**src/rtl/accumulator_writeback.sv**
```systemverilog
// accumulator_writeback: deskews three staggered array columns into aligned rows, then writes or
// accumulates each row into a DEPTH-row bank that is read through a registered port.
module accumulator_writeback #(
    parameter int DATA_W = 16,
    parameter int ACC_W  = 32,
    parameter int DEPTH  = 16,
    parameter int ADDR_W = $clog2(DEPTH)
) (
    input  logic                 clk,
    input  logic                 rst_n,
    input  logic                 acc_wr_en,
    input  logic [7:0]           acc_wr_addr,
    input  logic                 acc_clear,
    input  logic                 acc_mode,
    input  logic [DATA_W-1:0]    col0_in,
    input  logic [DATA_W-1:0]    col1_in,
    input  logic [DATA_W-1:0]    col2_in,
    input  logic                 rd_en,
    input  logic [ADDR_W-1:0]    rd_addr,
    output logic [3*ACC_W-1:0]   rd_data,
    output logic                 rd_valid,
    output logic                 wb_busy,
    output logic                 wb_done,
    output logic                 sat_flag
);

    typedef enum logic [1:0] {IDLE, STREAM, DRAIN, DONE} state_t;

    localparam logic [ACC_W-1:0] ACC_MAX = {1'b0, {(ACC_W-1){1'b1}}};
    localparam logic [ACC_W-1:0] ACC_MIN = {1'b1, {(ACC_W-1){1'b0}}};

    state_t                  state_q, state_d;
    logic                    drain_q, drain_d;
    logic [ADDR_W-1:0]       ptr_q, ptr_d;
    logic                    mode_q, mode_d;
    logic [1:0]              wr_pipe_q, wr_pipe_d;
    logic [1:0][DATA_W-1:0]  c0_q, c0_d;
    logic [DATA_W-1:0]       c1_q, c1_d;
    logic [DEPTH-1:0]        valid_q, valid_d;
    logic                    sat_q, sat_d;
    logic [3*ACC_W-1:0]      rd_data_q, rd_data_d;
    logic                    rd_valid_q, rd_valid_d;
    logic [3*ACC_W-1:0]      mem_q [DEPTH];
    logic [2:0][DATA_W-1:0]  lane_in;
    logic [3*ACC_W-1:0]      old_row, row_d;
    logic [ACC_W:0]          sum [3];
    logic [2:0]              ovf;
    logic                    wr;
    logic                    unused_addr_hi;

    assign unused_addr_hi = ^acc_wr_addr[7:ADDR_W];
    assign wr             = wr_pipe_q[1];
    assign lane_in        = {col2_in, c1_q, c0_q[1]};
    // A clear landing with a write wins first, so the written row starts from zero
    assign old_row        = (valid_q[ptr_q] && !acc_clear) ? mem_q[ptr_q] : '0;

    always_comb begin
        row_d = '0;
        ovf   = '0;
        for (int l = 0; l < 3; l++) begin
            sum[l] = {old_row[l*ACC_W+ACC_W-1], old_row[l*ACC_W +: ACC_W]}
                   + {{(ACC_W+1-DATA_W){lane_in[l][DATA_W-1]}}, lane_in[l]};
            ovf[l] = mode_q && (sum[l][ACC_W] != sum[l][ACC_W-1]);
            row_d[l*ACC_W +: ACC_W] = !mode_q ? {{(ACC_W-DATA_W){lane_in[l][DATA_W-1]}}, lane_in[l]}
                                    : ovf[l] ? (sum[l][ACC_W] ? ACC_MIN : ACC_MAX)
                                    : sum[l][ACC_W-1:0];
        end
    end

    always_comb begin
        state_d    = state_q == IDLE   ? (acc_wr_en ? STREAM : IDLE)
                   : state_q == STREAM ? (acc_wr_en ? STREAM : DRAIN)
                   : state_q == DRAIN  ? (drain_q ? DONE : DRAIN)
                   : IDLE;
        drain_d    = state_q == DRAIN && !drain_q;
        ptr_d      = (state_q == IDLE && acc_wr_en) ? acc_wr_addr[ADDR_W-1:0]
                   : wr ? ptr_q + ADDR_W'(1) : ptr_q;
        mode_d     = (state_q == IDLE && acc_wr_en) ? acc_mode : mode_q;
        // Rows offered while draining or finishing are protocol errors and are dropped here
        wr_pipe_d  = {wr_pipe_q[0], acc_wr_en && (state_q == IDLE || state_q == STREAM)};
        c0_d       = {c0_q[0], col0_in};
        c1_d       = col1_in;
        valid_d    = acc_clear ? '0 : valid_q;
        if (wr) valid_d[ptr_q] = 1'b1;
        sat_d      = (sat_q && !acc_clear) || (wr && |ovf);
        rd_valid_d = rd_en;
        rd_data_d  = !rd_en ? rd_data_q : valid_q[rd_addr] ? mem_q[rd_addr] : '0;
    end

    always_ff @(posedge clk or negedge rst_n) begin
        if (!rst_n) begin
            state_q    <= IDLE;
            drain_q    <= 1'b0;
            ptr_q      <= '0;
            mode_q     <= 1'b0;
            wr_pipe_q  <= '0;
            c0_q       <= '0;
            c1_q       <= '0;
            valid_q    <= '0;
            sat_q      <= 1'b0;
            rd_data_q  <= '0;
            rd_valid_q <= 1'b0;
        end else begin
            state_q    <= state_d;
            drain_q    <= drain_d;
            ptr_q      <= ptr_d;
            mode_q     <= mode_d;
            wr_pipe_q  <= wr_pipe_d;
            c0_q       <= c0_d;
            c1_q       <= c1_d;
            valid_q    <= valid_d;
            sat_q      <= sat_d;
            rd_data_q  <= rd_data_d;
            rd_valid_q <= rd_valid_d;
        end
    end

    // Row storage carries no reset; the valid bits decide what a row reads as
    always_ff @(posedge clk) begin
        if (wr) mem_q[ptr_q] <= row_d;
    end

    assign rd_data  = rd_data_q;
    assign rd_valid = rd_valid_q;
    assign wb_busy  = state_q != IDLE;
    assign wb_done  = state_q == DONE;
    assign sat_flag = sat_q;

endmodule

```
**config.mk**
```make
export PLATFORM = sky130hd
export DESIGN_NAME = accumulator_writeback
export DESIGN_NICKNAME = d
export VERILOG_FILES = /design/src/rtl/accumulator_writeback.sv
export SDC_FILE = /design/constraint.sdc
export NUM_CORES = 2
export LEC_CHECK = 0
export CAP_MARGIN = 20
export CORE_MARGIN = 3
export CORE_UTILIZATION = 50
export DETAILED_ROUTE_END_ITERATION = 10
export PLACE_DENSITY = 0.66
export SLEW_MARGIN = 5
export SYNTH_ARGS = -nofsm -noshare
export SYNTH_HDL_FRONTEND = slang
export SYNTH_SLANG_ARGS = --single-unit
```
**constraint.sdc**
```tcl
create_clock -name clk -period 24.3 [get_ports clk]
set_input_delay 4.86 -clock clk [delete_from_list [all_inputs] [get_ports clk]]
set_output_delay 4.86 -clock clk [all_outputs]
set_load 0.03 [all_outputs]
```
==> reports/summary.txt <==
status: complete, no violations
simple-gate portion of the synthesized area: 3.116%
initial antenna violation count: 7
fmax: 100.2 MHz
drt first pass iters: 5
synthesized area: 82320 sq um
peak supply drop: 0.1108 mV
Vias: 45762
Die Ht: 411.8 um
R2R Path End: mem_q[8][4]
clk_skew: 0.04211 ns
WHS Path Cells: 0
vias per cell: 6.681
min Tclk post-route: 9.978 ns
count of flip-flops with a built-in enable after synthesis: 1536
Seq/Total Area, Yosys: 61.26%
worst-margin pin slew: 1.122 ns
clock tree buffer depth: 3
Detailed Route WL: 216.9 mm
Core Area: 163100 sq um
Final Slew Violations: 0
sequential cell area: 50450 sq um
CTS tree: done
Initial Utilization: 50.46%
Worst Hold Path EP: c0_q[24]
Synth warnings: 0
latest clock arrival within the worst-skew pair: 0.82 ns
Placer Congestion: 0.8879
final HPWL from detailed placement: 117.7 mm
share of cells above drive strength 1: 30.30%
RSZ-0062 raised after global routing: no
Multi-input gate area: 30200 sq um
total CTS buffers: 180
fin crit share: 41.06%
Slew HR: 24.91%
vias in the first global route: 47321
cell chain of the critical path: clkdlybuf4s50_1, inv_4, buf_4, and3_1, ha_1, inv_1, fa_1, nand2b_1, a21oi_1, o211a_1, o21a_1, o21ai_0, a21oi_2, a21bo_2, a21oi_1, nor2_1
PwrDens: 105.6 nW/um^2
clock tree root driver cell: clkbuf_16
Worst Hold Margin: 0.3452 ns
GRT Total Usage: 25.94%
WP data arrival: 10.43 ns
Setup Fix Bufs, Post-CTS: 0
slowest stage delay, CP: 0.86 ns
Compound-Gate Fraction of Synth Area: 4.364%
Post-Synthesis Mean Instance Area: 18.76 sq um
WL per Instance: 31.67 um
CP required: 24.75 ns
Post-CTS Hold Fix Bufs: 0
Final Hold Viols: 0
mux share of post-synthesis cell area: 26.57%
Setup TNS: 0 ns
PortBufs: 161
post-CTS sizing: 0
critical setup path kind: in2reg
Most used DFF post-synth: edfxtp_1
Routed Antenna Nets: 0
area growth from synthesis to layout: 12.37%
# IOs: 166
most common cell after layout, fill and taps aside: edfxtp_1
Crit Path Max Fanout: 53
max-cap violations: 0
CP most frequent cell: a21oi_1
Top Family by Delay on Critical Path: compound AO/OA/AOI/OAI gates
worst hold path class: reg2reg
global-route wire length before repair: 318.7 mm
FP Rows: 148
post-synthesis xor/xnor area fraction: 0.8816%
final setup vio count: 0
critical path capture point type: flop
H-tree depth: 4
nets: 4685
flop2flop setup slack: 15.89 ns
die area: 169500 sq um
clk slew on worst S/H paths: 0.06 ns
#FFs+latches synth: 1708
Mapped Nets: 4556
Async SR Flop Fraction: 10.07%
hold_sp: c0_d[24]
Slowest-stage cell, CP: nor2_1
crit path launch type: input port
post-route DRC violation count: 0
Distinct cells, synth: 83
Reg2Reg Depth: 16
GRT overflow: 0
Synth Instances: 4387
placed insts: 6495
largest net degree at the start of global routing: 142
DIE WIDTH: 411.8 um
fin cells: 6850
Num Clock Sinks: 1708
Post-Synth Adder-Cell Area: 1.593%
first-iteration detailed-routing DRC count: 5355
most frequent cells in the layout: edfxtp_1 (1536), mux4_2 (965), clkbuf_16 (186), dfrtp_1 (167), clkdlybuf4s50_1 (155)
combinational family with the most area after synthesis: multiplexers
WP buf/inv: 4
FF-to-FF Start: ptr_q[0]
Leak: 30.56 nW
Fill cells: 12091
kinds of logic after synthesis:
| family | Yosys count |
|---|---|
| buf+inv | 462 |
| fa+ha+maj | 103 |
| flops | 1708 |
| compound gates | 551 |
| mux | 976 |
| simple gates | 505 |
| xor+xnor | 82 |
worst register-to-register path: cells and delay by family, from the launching register on:
kind                     cells  cell delay (ns)
AO/OA/AOI/OAI                7             2.31
buffers and inverters        3             2.29
AND/OR/NAND/NOR              3             1.28
multiplexers                 2             1.26
flip-flops                   1             0.70
adder cells (fa/ha/maj)      1             0.21
worst max path at each step:
stage                   start  cells past startpoint      endpoint
floorplan           acc_clear                     17  mem_q[0][79]
global placement    acc_clear                     16  mem_q[12][0]
detailed placement  acc_clear                     16  mem_q[14][0]
CTS                 acc_clear                     16  mem_q[15][0]
global route        acc_clear                     16  mem_q[8][26]
finish              acc_clear                     16   mem_q[8][4]
layer usage:
metal,wire length [um],track usage [%]
met1,84610,35.67
met2,106600,41.97
met3,19320,5.599
met4,6406,7.881
met5,0,0
registers in the layout, indices dropped and copies added (netlist names), 2 cells and up:
signal	count
mem_q	1536
rd_data	96
c0_d	16
c0_q	16
c1_q	16
valid_q	16
ptr_q	4
state_q	2
wr_pipe_q	2
power by group:
group | internal (mW) | switching (mW) | total [mW] | leakage (nW)
combinational | 1.28 | 1.69 | 2.98 | 11.6
clock | 1.59 | 1.18 | 2.77 | 2.92
sequential | 3.87 | 0.159 | 4.02 | 16.0
Yosys cell counts (all sizes together) (4+ instances only):
library cell | count | area (sq um)
edfxtp | 1536 | 46120
mux4 | 967 | 21780
clkbuf | 209 | 785.8
dfrtp | 172 | 4304
o21ai | 165 | 863.3
inv | 140 | 525.5
a21oi | 133 | 680.7
nand3 | 117 | 585.6
nor2 | 115 | 431.7
buf | 113 | 510.5
and3 | 108 | 675.7
ha | 100 | 1251
a21o | 88 | 660.6
nand2 | 71 | 266.5
xnor2 | 51 | 454.2
xor2 | 31 | 271.5
a31oi | 19 | 125.1
nand2b | 17 | 106.4
o21bai | 17 | 127.6
a211oi | 16 | 135.1
nor3 | 15 | 75.07
nor2b | 14 | 87.58
o22a | 14 | 122.6
o32a | 14 | 140.1
o211ai | 11 | 82.58
o21a | 11 | 82.58
and2 | 10 | 62.56
or2 | 9 | 58.81
nand4 | 8 | 50.05
a211o | 7 | 61.31
mux2i | 7 | 73.82
or3 | 6 | 37.54
a21boi | 5 | 37.54
a311oi | 5 | 43.79
a2111oi | 4 | 35.03
a31o | 4 | 35.03
and4 | 4 | 35.03
o41ai | 4 | 42.55
through the flow:
step / setup WS, ns / instance area, sq um / power [mW] / utilization [%]
floorplan: 15.58 / 82320 / 6.127 / -
global placement: 13.59 / 86360 / 7.011 / 52.94
detailed placement: 13.41 / 86360 / 7.054 / 52.94
CTS: 14.31 / 92370 / 9.816 / 56.62
global route: 14.13 / 92500 / 10.16 / 56.70
finish: 14.32 / 92500 / 9.772 / 56.70
final cells by class:
| cell class | count | area share [%] |
|---|---|---|
| sequential | 1708 | 54.54 |
| multi-input combinational | 2217 | 32.65 |
| clock buffer | 237 | 5.390 |
| tap | 2175 | 2.942 |
| timing repair buffer | 269 | 2.808 |
| clock inverter | 103 | 1.101 |
| inverter | 140 | 0.5708 |
| antenna | 1 | 0.002705 |
Note: power is estimated with default switching activity, not from simulation.
